## config.mk

```make
export PLATFORM = sky130hd
export DESIGN_NAME = module_arbitro_hamming
export DESIGN_NICKNAME = d
export VERILOG_FILES = /design/src/rtl/module_arbitro_hamming_pkg.sv /design/src/rtl/module_arbitro_hamming_rr_pick.sv /design/src/rtl/module_arbitro_hamming.sv
export SDC_FILE = /design/constraint.sdc
export NUM_CORES = 1
export LEC_CHECK = 0
export BUFFER_PORTS_ARGS = -buffer_cell sky130_fd_sc_hd__buf_2
export CORE_AREA = 10 10 58 60
export CTS_CLUSTER_SIZE = 30
export DETAILED_ROUTE_END_ITERATION = 12
export DIE_AREA = 0 0 68 70
export PLACE_DENSITY = 0.79
export SYNTH_ARGS = -nofsm -noshare
export SYNTH_HDL_FRONTEND = slang
export SYNTH_HIERARCHICAL = 1
export SYNTH_SLANG_ARGS = --single-unit
```

## constraint.sdc

```tcl
create_clock -name clk -period 1.6 [get_ports clk]
set_input_delay 0.32 -clock clk [delete_from_list [all_inputs] [get_ports clk]]
set_output_delay 0.32 -clock clk [all_outputs]
set_load 0.05 [all_outputs]
```

## src/rtl/module_arbitro_hamming_pkg.sv

```systemverilog
// pkg_hamming: Hamming(7,4) word types and arbiter FSM states
package pkg_hamming;
   typedef logic [6:0] palabra_t;
   typedef logic [3:0] dato_t;
   typedef logic [2:0] sindrome_t;
   typedef enum logic [1:0] {IDLE, CHECK, RESP} arb_state_t;
endpackage

```

## src/rtl/module_arbitro_hamming_rr_pick.sv

```systemverilog
// module_rr_pick: first set request at or after ptr (wrapping) as one-hot grant plus index
module module_rr_pick #(
   parameter int N = 2,
   parameter int IW = (N > 1) ? $clog2(N) : 1
) (
   input  logic [N-1:0]  req,
   input  logic [IW-1:0] ptr,
   output logic [N-1:0]  gnt,
   output logic [IW-1:0] idx,
   output logic          any
);
   // Scan farthest offset first so the closest valid requester wins.
   always_comb begin
      idx = '0;
      any = 1'b0;
      for (int o = N - 1; o >= 0; o--)
         if (req[(int'(ptr) + o) % N]) begin
            idx = IW'((int'(ptr) + o) % N);
            any = 1'b1;
         end
      gnt = any ? N'(1) << idx : '0;
   end
endmodule

```

## src/rtl/module_arbitro_hamming.sv

```systemverilog
// module_arbitro_hamming: round-robin sharing of one Hamming(7,4) check path; HAM_ERR_CNT_EN adds error counter
module module_arbitro_hamming
   import pkg_hamming::*;
#(
   parameter int N_REQ = 2,
   parameter int CNT_W = 8,
   localparam int IW = (N_REQ > 1) ? $clog2(N_REQ) : 1
) (
   input  logic               clk,
   input  logic               rst,
   input  logic [N_REQ-1:0]   req_valid,
   input  logic [7*N_REQ-1:0] req_palabra,
   output logic [N_REQ-1:0]   req_ready,
   output palabra_t           cw_o,
   input  sindrome_t          sindrome_i,
   input  dato_t              dato_corr_i,
   output logic               resp_valid,
   input  logic               resp_ready,
   output logic [IW-1:0]      resp_id,
   output dato_t              resp_dato,
   output sindrome_t          resp_sindrome,
   output logic               resp_error,
   output logic               busy,
   output logic [CNT_W-1:0]   err_cnt
);
   arb_state_t st;
   logic [IW-1:0] ptr, idx;
   logic [N_REQ-1:0] gnt;
   logic any;
   module_rr_pick #(.N(N_REQ), .IW(IW)) u_pick (
      .req(req_valid),
      .ptr(ptr),
      .gnt(gnt),
      .idx(idx),
      .any(any)
   );
   assign req_ready = (st == IDLE) ? gnt : '0;
   assign busy = st != IDLE;
   always_ff @(posedge clk)
      if (rst) begin
         st <= IDLE;
         ptr <= '0;
         cw_o <= '0;
         resp_valid <= 1'b0;
         resp_id <= '0;
         resp_dato <= '0;
         resp_sindrome <= '0;
         resp_error <= 1'b0;
      end else
         case (st)
            IDLE:
               if (any) begin
                  cw_o <= req_palabra[7*idx +: 7];
                  resp_id <= idx;
                  ptr <= (int'(idx) == N_REQ - 1) ? '0 : idx + 1'b1;
                  st <= CHECK;
               end
            CHECK: begin
               resp_sindrome <= sindrome_i;
               resp_dato <= dato_corr_i;
               resp_error <= |sindrome_i;
               resp_valid <= 1'b1;
               st <= RESP;
            end
            RESP:
               if (resp_ready) begin
                  resp_valid <= 1'b0;
                  st <= IDLE;
               end
            default: st <= IDLE;
         endcase
`ifdef HAM_ERR_CNT_EN
   always_ff @(posedge clk)
      if (rst) err_cnt <= '0;
      else if (st == CHECK && |sindrome_i && !(&err_cnt)) err_cnt <= err_cnt + 1'b1;
`else
   assign err_cnt = '0;
`endif
endmodule

```

== Word level (Yosys, flattened, before mapping) ==
Index checks and enable logic that the tools add are counted.
Widths: inputs -> output; s select.

* Magnitude comparators: 2
* Eq/ne operators: 4
* Mux-type cells: 17
* Multipliers: 1
* Reduce and logical (&&, ||, !) cells: 7
* $add $sub $neg: 2
* Bitwise gates (word level): 1
* Shift operators: 2

{| class="wikitable"
|+ Operators with widths
! operator !! number
|-
| $shiftx 14x5->7 || 1
|-
| $mux 1 || 11
|-
| $mux 2 || 4
|-
| $pmux 2 s3 || 1
|-
| $reduce_and 2->1 || 3
|-
| $mul 3x1->4 const A || 1
|-
| $ne 2x2->1 const B || 2
|-
| $reduce_bool 2->1 || 2
|-
| $lt 2x3->1 const B || 1
|-
| $reduce_or 3->1 || 1
|-
| $add 1x1->1 const B || 2
|-
| $eq 2x1->1 const B || 1
|-
| $eq 2x2->1 const B || 1
|-
| $logic_not 2->1 || 1
|-
| $lt 1x2->1 const B || 1
|-
| $pmux 1 s2 || 1
|-
| $shl 1x1->2 const A || 1
|-
| $and 1x1->1 const A || 1
|}

* Register bits: 20
* Input bits: 26
* Logic and storage cells: 44

== Logic depth before layout (Yosys ltp) ==
Gate-level depths: netlist (run 1).

* Depth after elaboration: 10
* Depth in mapped cells: 5
* Depth with buffers taken out: 4

== Hierarchy ==
Netlist (run 1), hierarchy kept.

{| class="wikitable"
|+ Modules (own cells, without submodules)
! module !! cells an instance !! seq. area each (µm²) !! instances !! area each (µm²)
|-
| module_arbitro_hamming || 97 || 400.4 || 1 || 869.6
|-
| module_rr_pick || 5 || 0.0 || 1 || 32.5
|}

== Least setup slack after synthesis (run 1) ==
OpenSTA, ideal clock, no wires.

* Kind: flip-flop to output port
* Start: register ptr
* End: output req_ready[1]
* Path buffers: 0
* Arrival: 933 ps
* Cell stages (with the launch flop): 4
* Slack: 347 ps
* Cells stage by stage: dfxtp_1 > inv_1 > a21boi_1 > and2_1

* Word-level cells in the longest chain between the ends: 9

{| class="wikitable"
|+ Ends and longest elaborated chain
! element !! RTL line !! text
|-
| from (decl) || module_arbitro_hamming.sv:27 || <nowiki>logic [IW-1:0] ptr, idx;</nowiki>
|-
| from (signal assigned) || module_arbitro_hamming.sv:55 || <nowiki>ptr <= (int'(idx) == N_REQ - 1) ? '0 : idx + 1'b1;</nowiki>
|-
| $add 1x1->1 || module_arbitro_hamming_rr_pick.sv:17, module_arbitro_hamming_rr_pick.sv:18 ||
|-
| $mux 1 (implied by the code) (3 in series) || module_arbitro_hamming_rr_pick.sv:17 || <nowiki>if (req[(int'(ptr) + o) % N]) begin</nowiki>
|-
| $mux 1 (2 in series) || module_arbitro_hamming_rr_pick.sv:17 ||
|-
| $shl 1x1->2 || module_arbitro_hamming_rr_pick.sv:21 || <nowiki>gnt = any ? N'(1) << idx : '0;</nowiki>
|-
| $mux 2 (*) || module_arbitro_hamming_rr_pick.sv:21 ||
|-
| named net gnt[1] || module_arbitro_hamming.sv:28 || <nowiki>logic [N_REQ-1:0] gnt;</nowiki>
|-
| $mux 2 (*) || module_arbitro_hamming.sv:37 || <nowiki>assign req_ready = (st == IDLE) ? gnt : '0;</nowiki>
|-
| to (decl) || module_arbitro_hamming.sv:13 || <nowiki>output logic [N_REQ-1:0] req_ready,</nowiki>
|}

Mark *: on every way through the listed nets, which the timed path passes. The rest lies on a longest branch. The select of a mux whose other input is x is not followed.

== Worst setup path after layout (run 1) ==
* Start: register st[0]
* End: output req_ready[0]

* Word-level cells in the longest chain between the ends: 2

{| class="wikitable"
|+ Ends and longest elaborated chain
! element !! RTL line !! text
|-
| from (decl) || module_arbitro_hamming.sv:26 || <nowiki>arb_state_t st;</nowiki>
|-
| from (signal assigned) || module_arbitro_hamming.sv:41 || <nowiki>st <= IDLE;</nowiki>
|-
| from (signal assigned) || module_arbitro_hamming.sv:56 || <nowiki>st <= CHECK;</nowiki>
|-
| from (signal assigned) || module_arbitro_hamming.sv:63 || <nowiki>st <= RESP;</nowiki>
|-
| $logic_not 2->1 || module_arbitro_hamming.sv:37 ||
|-
| $mux 2 || module_arbitro_hamming.sv:37 ||
|}

No other way between the ends.

==> results.md, run 1 <==
* Number of global-route vias before repair at 871
* Post-synth cell types at 25
* Max Cap Violations at 0
* Antenna diodes at 0
* Syn Area/Cell at 8.84 um^2
* ANT nets after route at 0
* Leak pwr at 0.565 nW
* CP max stage delay at 470 ps
* WL met1 at 888 um
* Worst endpoint required time at 1280 ps
* Core box area at 2340 um^2
* VDD IR-drop max at 0.562 mV
* Post-synthesis cell area at 902 um^2
* Area contributors post-synth: dfxtp_1, mux2i_1, buf_4, a211oi_1, nand2_1
* Worst Setup End Kind: output port
* Status: complete, no violations
* Post-DP HPWL at 1890 um
* Clock transition at path regs at 110 ps
* Final Hold Fails at 0
* DRT iter0 DRCs at 43
* Endpoints failing setup at 0
* Hold path endpoint: resp_dato[1]
* Clock latency on the worst-skew pair at 290 ps
* Worst-margin pin slew at 674 ps
* Routed wl met3 at 318 um
* First-pass GRT wire length at 3690 um
* Port bufs at 45
* Starting Density at 0.385
* Final WS setup at 78.9 ps
* Nets@finish at 172
* RR Startpoint: st[0]
* Total CTS buffers at 3
* Hold buffer count at CTS at 0
* DR vias/cell at 4.63
* Grt total ovfl at 0
* Synth Instances at 102
* H-tree depth at 1
* Share of cells above drive strength 1 at 0.393
* Arrival time worst endpoint at 1200 ps
* Cell Area, Placed at 1100 um^2
* Final period utilization at 0.951
* Min Hold Slack at 255 ps
* CP Cell Sequence: nor2_2, and2_1, clkbuf_4
* DR top layer: met3
* Crit Path Max Fanout at 6
* Commonest non-fill, non-tap cells in the layout: buf_2, dfxtp_1, nand2_1, nor2_1
* Post-route cell area at 1170 um^2
* Routed wire length at 2270 um
* Pins Over Slew Limit at 0
* GP Congestion at 0.767
* Min-delay src: dato_corr_i[1]
* Tmin final at 1520 ps
* I/O pin count at 54
* Post-route setup TNS at 0 ps
* FP Rows at 18
* DR WL/cell at 13.0 um
* Sequential share of the synthesized area at 0.444
* Clock skew at 4.42 ps
* Worst r2r path cells at 3
* DRT Pass-1 Iters at 4
* CTS tree: yes
* CTS sink count at 20
* Startpoint types: register
* Crit path kind: reg -> out
* Min-Delay Path Class: in -> reg
* Achievable Freq at 0.657 GHz
* Most common cell after layout, fill and taps aside: buf_2
* Detail Route met2 WL at 1060 um
* Ys Warns at 6
* Post-synth top area share at 0.444
* DIE WIDTH at 68 um
* Hold Crit Depth at 3
* CP max stage cell: dfxtp_1
* Area growth, synth to finish at 29.4%
* Fin util at 0.498
* Worst R2R End: resp_id
* Post-synthesis register bit count at 20
* Pwr dens at 1220 nW/um^2
* R2r setup slk at 180 ps
* DR vias at 811
* Final Power at 1.43 mW
* Initial antenna violation count at 0
* Root Buffer: clkbuf_4
* Final Non-Filler Cells at 175
* Pre-CTS setup slack at 38.2 ps
* Post-Place Cells at 171
* GRT Total Usage at 0.0944
* DIE AREA at 4760 um^2
* Die height at 70 um
* Drt drc at 0
* Clock Path Buffers at 2
* Max-Slew Margin vs Limit at 0.550
* Largest net degree at the start of global routing at 21
* Cell taking the most area after synthesis: dfxtp_1
-- power breakdown --
group | leakage, nW | total (mW) | internal, mW | switching, mW
Clock | 0.0279 | 0.401 | 0.253 | 0.148
Combinational | 0.371 | 0.451 | 0.122 | 0.329
Sequential | 0.166 | 0.578 | 0.547 | 0.0307
Total | 0.565 | 1.43 | 0.922 | 0.507
-- area by class of cell --
type | count | area [um^2]
repair buffers | 46 | 238
fillers | 248 | 1170
clock buffers | 3 | 22.5
multi-input cells | 73 | 429
inverters | 2 | 7.51
well taps | 30 | 37.5
flip-flops and latches | 20 | 403
clock inverters | 1 | 30.0
-- worst max-delay path: cells and delay by family (launching register included) --
kind	cells	cell delay [ps]
flip-flops	1	470
buffers and inverters	1	200
AND/OR/NAND/NOR	2	240
-- logic make-up (layout without fill, tap and decap cells) --
logic type,count (synthesis),after routing,share of synthesized area
other,1,8,0.00416
muxes,8,8,0.0888
buffers and inverters,16,52,0.112
and+or+nand+nor,37,37,0.204
DFF,20,20,0.444
AOI/OAI and AO/OA,20,20,0.147
-- flip-flops by register name (all words and copies together) (netlist names) --
| name | count |
|---|---|
| st | 2 |
| ptr | 1 |
| resp_valid | 1 |
| resp_dato | 4 |
| resp_error | 1 |
| resp_id | 1 |
| cw_o | 7 |
| resp_sindrome | 3 |
-- Yosys cell counts --
library cell and count:
nor2_1 11, a211oi_1 7, buf_4 8, or3b_2 1
a211oi_2 1, clkbuf_1 2, nor3b_4 1, nor2b_1 2
conb_1 1, and2_1 2, nor4_1 1, nor2_2 1
or2_1 1, nand2b_1 1, nand3b_1 1, inv_1 2
nand2_1 14, a21oi_1 8, dfxtp_1 20, mux2i_1 8
buf_6 1, buf_2 3, nor3_1 1, a21boi_1 3
o21ai_1 1
-- timing repair --
| item | CTS | global route |
|---|---|---|
| setup endpoints to repair | 1 | 2 |
| pin swaps | 0 | 0 |
| gates resized for setup | 1 | 4 |
| setup buffers | 0 | 0 |
-- routing by layer --
metal | vias to the layer above | track usage
li1 | 412 | -
met3 | 0 | 0.0478
met5 | - | 0
met2 | 35 | 0.165
met1 | 364 | 0.0962
met4 | 0 | 0.0201
-- how the worst max path moves through the flow --
stage	startpoint	end
3_3_place_gp	req_valid[0]	resp_id
6_report	st[0]	req_ready[0]
2_1_floorplan	ptr	req_ready[1]
3_5_place_dp	req_valid[0]	cw_o[3]
4_1_cts	st[0]	req_ready[0]
5_1_grt	st[0]	req_ready[0]
(Power assumes the default switching activity.)
==> run 2: changes to the inputs <==
--- a/config.mk
+++ b/config.mk
@@ -6,11 +6,11 @@
 export NUM_CORES = 1
 export LEC_CHECK = 0
 export BUFFER_PORTS_ARGS = -buffer_cell sky130_fd_sc_hd__buf_2
-export CORE_AREA = 10 10 58 60
+export CORE_AREA = 10 10 56 58
 export CTS_CLUSTER_SIZE = 30
 export DETAILED_ROUTE_END_ITERATION = 12
-export DIE_AREA = 0 0 68 70
-export PLACE_DENSITY = 0.79
+export DIE_AREA = 0 0 66 68
+export PLACE_DENSITY = 0.84
 export SYNTH_ARGS = -nofsm -noshare
 export SYNTH_HDL_FRONTEND = slang
 export SYNTH_HIERARCHICAL = 1
==> constraint.sdc (replaced) <==
create_clock -name clk -period 1.86 [get_ports clk]
set_input_delay 0.372 -clock clk [delete_from_list [all_inputs] [get_ports clk]]
set_output_delay 0.372 -clock clk [all_outputs]
set_load 0.05 [all_outputs]
==> run 2 against run 1 <==
  * Setup slack improved by 160 ps
  * First-iteration DRC count fell by 51%
  * Largest cell class unchanged
  * Register-to-register slack improved by 260 ps
==> results.md, run 2 (synthesis gave the netlist of run 1 again) <==
* Status: complete, no violations
* CP max stage cell: dfxtp_1
* Hold buffer count at CTS at 0 (unchanged)
* Leak pwr at 0.549 nW (-2.8%)
* Final period utilization at 0.869
* Root Buffer: clkbuf_4
* Most common cell after layout, fill and taps aside: buf_2
* Largest regs: cw_o (7), resp_dato (4), resp_sindrome (3)
* Post-DP HPWL at 1850 um (-2.0%)
* Largest net degree at the start of global routing at 21 (unchanged)
* DR WL/cell at 12.9 um (-0.54%)
* Setup bufs post-CTS at 0 (unchanged)
* Grt total ovfl at 0 (unchanged)
* Pwr dens at 952 nW/um^2 (-22%)
* VDD IR-drop max at 0.510 mV (-9.3%)
* Drt drc at 0 (unchanged)
* Worst endpoint required time at 1490 ps (+210 ps)
* DIE AREA at 4490 um^2 (-5.7%)
* CTS tree: yes
* DR vias at 801 (-1.2%)
* FP Rows at 17 (-1)
* Number of global-route vias before repair at 835 (-4.1%)
* Total CTS buffers at 3 (unchanged)
* Biggest register: cw_o
* Min-delay src: dato_corr_i[2]
* Post-route setup TNS at 0 ps (unchanged)
* Max-Slew Margin vs Limit at 0.545 (-0.00553)
* Achievable Freq at 0.619 GHz
* Clock skew at 6.05 ps (+1.64 ps)
* Largest register FFs at 7 (unchanged)
* Starting Density at 0.428 (+0.0433)
* Crit path kind: reg -> out
* Share of cells above drive strength 1 at 0.368 (-0.0250)
* I/O pin count at 54 (unchanged)
* Pins Over Slew Limit at 0 (unchanged)
* Clock transition at path regs at 100 ps (about the same)
* First-pass GRT wire length at 3550 um (-3.7%)
* DIE WIDTH at 66 um (-2.9%)
* GRT Total Usage at 0.0970 (+0.00266)
* Final Hold Fails at 0 (unchanged)
* CP Cell Sequence: inv_1, a21boi_1, and2_1, buf_2
* Die height at 68 um (-2.9%)
* Min-Delay Path Class: in -> reg
* Routed wire length at 2220 um (-2.2%)
* Clock latency on the worst-skew pair at 290 ps (about the same)
* CTS sink count at 20 (unchanged)
* Nets@finish at 172 (unchanged)
* Arrival time worst endpoint at 1240 ps (+40 ps)
* Core box area at 2110 um^2 (-10%)
* GP Congestion at 0.724 (-5.7%)
* Clock Path Buffers at 2 (unchanged)
* Port bufs at 45 (unchanged)
* Worst-margin pin slew at 682 ps (+8.29 ps)
* ANT nets after route at 0 (unchanged)
* CP max stage delay at 390 ps (-80 ps)
* Max Cap Violations at 0 (unchanged)
* RR Startpoint: st[0]
* DR vias/cell at 4.66 (+0.49%)
* Endpoints failing setup at 0 (unchanged)
* Critical Path Source: ptr
* DRT Pass-1 Iters at 3 (-1)
* PostCTS Resize Cnt at 0 (-1)
* CP top delay family: flip-flops
* Initial antenna violation count at 0 (unchanged)
* Area growth, synth to finish at 24.7%
* Crit path buffers/inverters at 2 (+1)
* RSZ-0062 raised after global routing: no
* Commonest non-fill, non-tap cells in the layout: buf_2, dfxtp_1, nand2_1, nor2_1
* Startpoint types: register
* Tmin final at 1620 ps
* Final Power at 1.07 mW (-25%)
* H-tree depth at 1 (unchanged)
* Crit Path Max Fanout at 3 (-3)
* Worst Setup End Kind: output port
* Antenna diodes at 0 (unchanged)
* DRT iter0 DRCs at 21 (-51%)
==> run 2: worst min-delay path, cell delays in order <==
cell and delay (ps):
buf_2 90, nand2_1 40, a21oi_1 50
==> run 2: worst paths after layout <==
check            endpoint  cells after the start  slack [ps]
max          req_ready[1]                      4         240
min          resp_dato[2]                      3         310
max reg2reg       cw_o[5]                      3         440
min reg2reg  resp_dato[1]                      2         450
==> run 2: layout make-up <==
class / instances / area, um^2
Fill cell: 205 / 981
Multi-Input combinational cell: 73 / 427
Sequential cell: 20 / 400
Timing Repair Buffer: 46 / 233
Tap cell: 28 / 35.0
Clock buffer: 3 / 22.5
Inverter: 2 / 7.51
==> run 2: metal layers <==
| layer | part of all wire | track usage | vias up |
|---|---|---|---|
| met5 | 0 | 0 | - |
| met4 | 0 | 0.0236 | 0 |
| met3 | 0.16 | 0.0653 | 0 |
| met2 | 0.44 | 0.162 | 41 |
| met1 | 0.41 | 0.0993 | 350 |
| li1 | - | - | 410 |
==> run 2: report_power, final <==
group          internal, mW  total, mW  switching [mW]
sequential            0.470      0.495          0.0256
combinational         0.102      0.385           0.284
clock                0.0751      0.190           0.115
total                 0.647       1.07           0.424
==> run 2: metrics by stage <==
stage	instances	hold slack, ps	instance area, um^2	util	worst slack, ps
2_1_floorplan	109	508	928	-	555
3_3_place_gp	169	439	1100	0.523	290
3_5_place_dp	169	445	1100	0.523	244
4_1_cts	172	312	1120	0.534	226
5_1_grt	172	317	1120	0.534	133
6_report	172	313	1120	0.534	243
==> run 3: changes to the inputs <==
--- a/config.mk
+++ b/config.mk
@@ -10,7 +10,7 @@
 export CTS_CLUSTER_SIZE = 30
 export DETAILED_ROUTE_END_ITERATION = 12
 export DIE_AREA = 0 0 66 68
-export PLACE_DENSITY = 0.84
+export PLACE_DENSITY = 0.91
 export SYNTH_ARGS = -nofsm -noshare
 export SYNTH_HDL_FRONTEND = slang
 export SYNTH_HIERARCHICAL = 1
==> run 3 against run 2 <==
  * First-iteration DRC count up 67%
  * Clock skew is 1.5 ps lower
  * Hold slack gained 12 ps
  * Utilization is 0.36 points higher
  * Wire length fell by 0.63%
==> results.md, run 3 (synthesis gave the netlist of run 1 again) <==
* Die height at 68 um (unchanged)
* I/O pin count at 54 (unchanged)
* Pins Over Slew Limit at 0 (unchanged)
* Initial antenna violation count at 0 (unchanged)
* Biggest register: cw_o
* Final Hold Fails at 0 (unchanged)
* GRT Total Usage at 0.0958 (-0.00125)
* R2r setup slk at 520 ps (+80 ps)
* Post-route setup TNS at 0 ps (unchanged)
* Max Cap Violations at 0 (unchanged)
* VDD IR-drop max at 0.483 mV (-5.2%)
* DR vias/cell at 4.62 (-0.83%)
* Share of cells above drive strength 1 at 0.372 (+0.00436)
* H-tree depth at 1 (unchanged)
* GP Congestion at 0.783 (+8.2%)
* Pwr dens at 945 nW/um^2 (-0.69%)
* Nets@finish at 173 (+0.58%)
* Min-Delay Path Class: in -> reg
* Multi-input logic area at 427 um^2 (unchanged)
* Worst Setup End Kind: output port
* DR vias at 799 (-0.25%)
* Port bufs at 45 (unchanged)
* Largest regs: cw_o (7), resp_dato (4), resp_sindrome (3)
* Status: complete, no violations
* Hold path endpoint: resp_dato[3]
* DR WL/cell at 12.7 um (-1.2%)
* Post-DP HPWL at 1810 um (-1.9%)
* ANT nets after route at 0 (unchanged)
* Total CTS buffers at 3 (unchanged)
* Root Buffer: clkbuf_4
* Commonest non-fill, non-tap cells in the layout: buf_2, dfxtp_1, nand2_1, nor2_1
* PostCTS Resize Cnt at 0 (unchanged)
* DIE WIDTH at 66 um (unchanged)
* Hold Crit Depth at 3 (unchanged)
* Max-Slew Margin vs Limit at 0.607 (+0.0621)
* Area growth, synth to finish at 25.5%
* Worst-margin pin slew at 589 ps (-93.7 ps)
* CP top delay family: flip-flops
* Final period utilization at 0.858 (-0.0113)
* Crit path kind: reg -> out
* Achievable Freq at 0.627 GHz (+1.3%)
* Largest register FFs at 7 (unchanged)
* Min-delay src: dato_corr_i[3]
* Clock skew at 4.53 ps (-1.53 ps)
* CP max stage delay at 380 ps (about the same)
* Setup bufs post-CTS at 0 (unchanged)
* CTS tree: yes
* DRT Pass-1 Iters at 4 (+1)
* Clock transition at path regs at 100 ps (about the same)
* Core box area at 2110 um^2 (unchanged)
* Largest net degree at the start of global routing at 21 (unchanged)
* Grt total ovfl at 0 (unchanged)
* Drt drc at 0 (unchanged)
* Leak pwr at 0.554 nW (+0.88%)
* Number of global-route vias before repair at 798 (-4.4%)
* Fin util at 0.538 (+0.00357)
* FP Rows at 17 (unchanged)
* DRT iter0 DRCs at 35 (+67%)
* RSZ-0062 raised after global routing: no
* Clock latency on the worst-skew pair at 280 ps (about the same)
* Tmin final at 1600 ps (-21.0 ps)
* Hold buffer count at CTS at 0 (unchanged)
* Routed wire length at 2200 um (-0.63%)
* Arrival time worst endpoint at 1220 ps (-20 ps)
* Worst r2r path cells at 3 (unchanged)
* CP Cell Sequence: inv_1, a21boi_1, and2_1, buf_2
* Clock Path Buffers at 2 (unchanged)
* Crit path buffers/inverters at 2 (unchanged)
* Endpoints failing setup at 0 (unchanged)
* Startpoint types: register
* Most common cell after layout, fill and taps aside: buf_2
* Starting Density at 0.428 (unchanged)
* DIE AREA at 4490 um^2 (unchanged)
* First-pass GRT wire length at 3520 um (-0.96%)
* Crit Path Max Fanout at 3 (unchanged)
* Worst endpoint required time at 1490 ps (about the same)
* Layout fillers at 213 (+3.9%)
* CP max stage cell: dfxtp_1
* CTS sink count at 20 (unchanged)
* Antenna diodes at 0 (unchanged)
* FF+latch area at 400 um^2 (unchanged)
* Worst R2R End: resp_dato[1]
* RR Startpoint: st[0]
==> run 3: changes by cell type in the layout (fill, tap and decap cells not counted) <==
cell	delta
buf_4	+1
==> run 3: worst max path at each step <==
stage                  from  cells after the start  slack [ps]           end
6_report                ptr                      4         260  req_ready[1]
5_1_grt               st[0]                      3         160  req_ready[1]
4_1_cts               st[0]                      3         250  req_ready[0]
3_5_place_dp   req_valid[1]                      6         470       resp_id
3_3_place_gp   req_valid[1]                      6         500       resp_id
2_1_floorplan           ptr                      3         550  req_ready[1]
==> run 3: worst min-delay path: cells and delay by family <==
| kind | cells | cell delay [ps] |
|---|---|---|
| buffers and inverters | 1 | 90 |
| and+or+nand+nor | 1 | 50 |
| AOI/OAI and AO/OA | 1 | 50 |
==> run 3: final cells by class <==
cell class | instances | share of cell area
multi-input cells | 73 | 0.377
flip-flops and latches | 20 | 0.354
repair buffers | 47 | 0.212
clock buffers | 3 | 0.0199
inverters | 2 | 0.00663
well taps | 28 | 0.0309
==> run 3: layer usage <==
metal,track usage,vias up,wire [um]
met3,0.0506,0,289
li1,-,416,-
met1,0.108,347,908
met5,0,-,0
met4,0.0314,0,0
met2,0.153,36,1000
==> run 3: report_power, final <==
part	internal (mW)	switching [mW]
Combinational	0.105	0.283
Clock	0.0751	0.112
Sequential	0.470	0.0255
==> run 3: metrics by stage <==
step	setup slack, ps	hold slack [ps]	cells	cell area (um^2)	power (mW)
final	264	325	173	1130	1.07
after global routing	157	308	173	1130	1.14
after CTS	247	316	173	1130	1.08
after detailed placement	467	446	170	1110	0.896
after global placement	496	438	170	1110	0.886
after floorplan	555	508	109	928	0.820
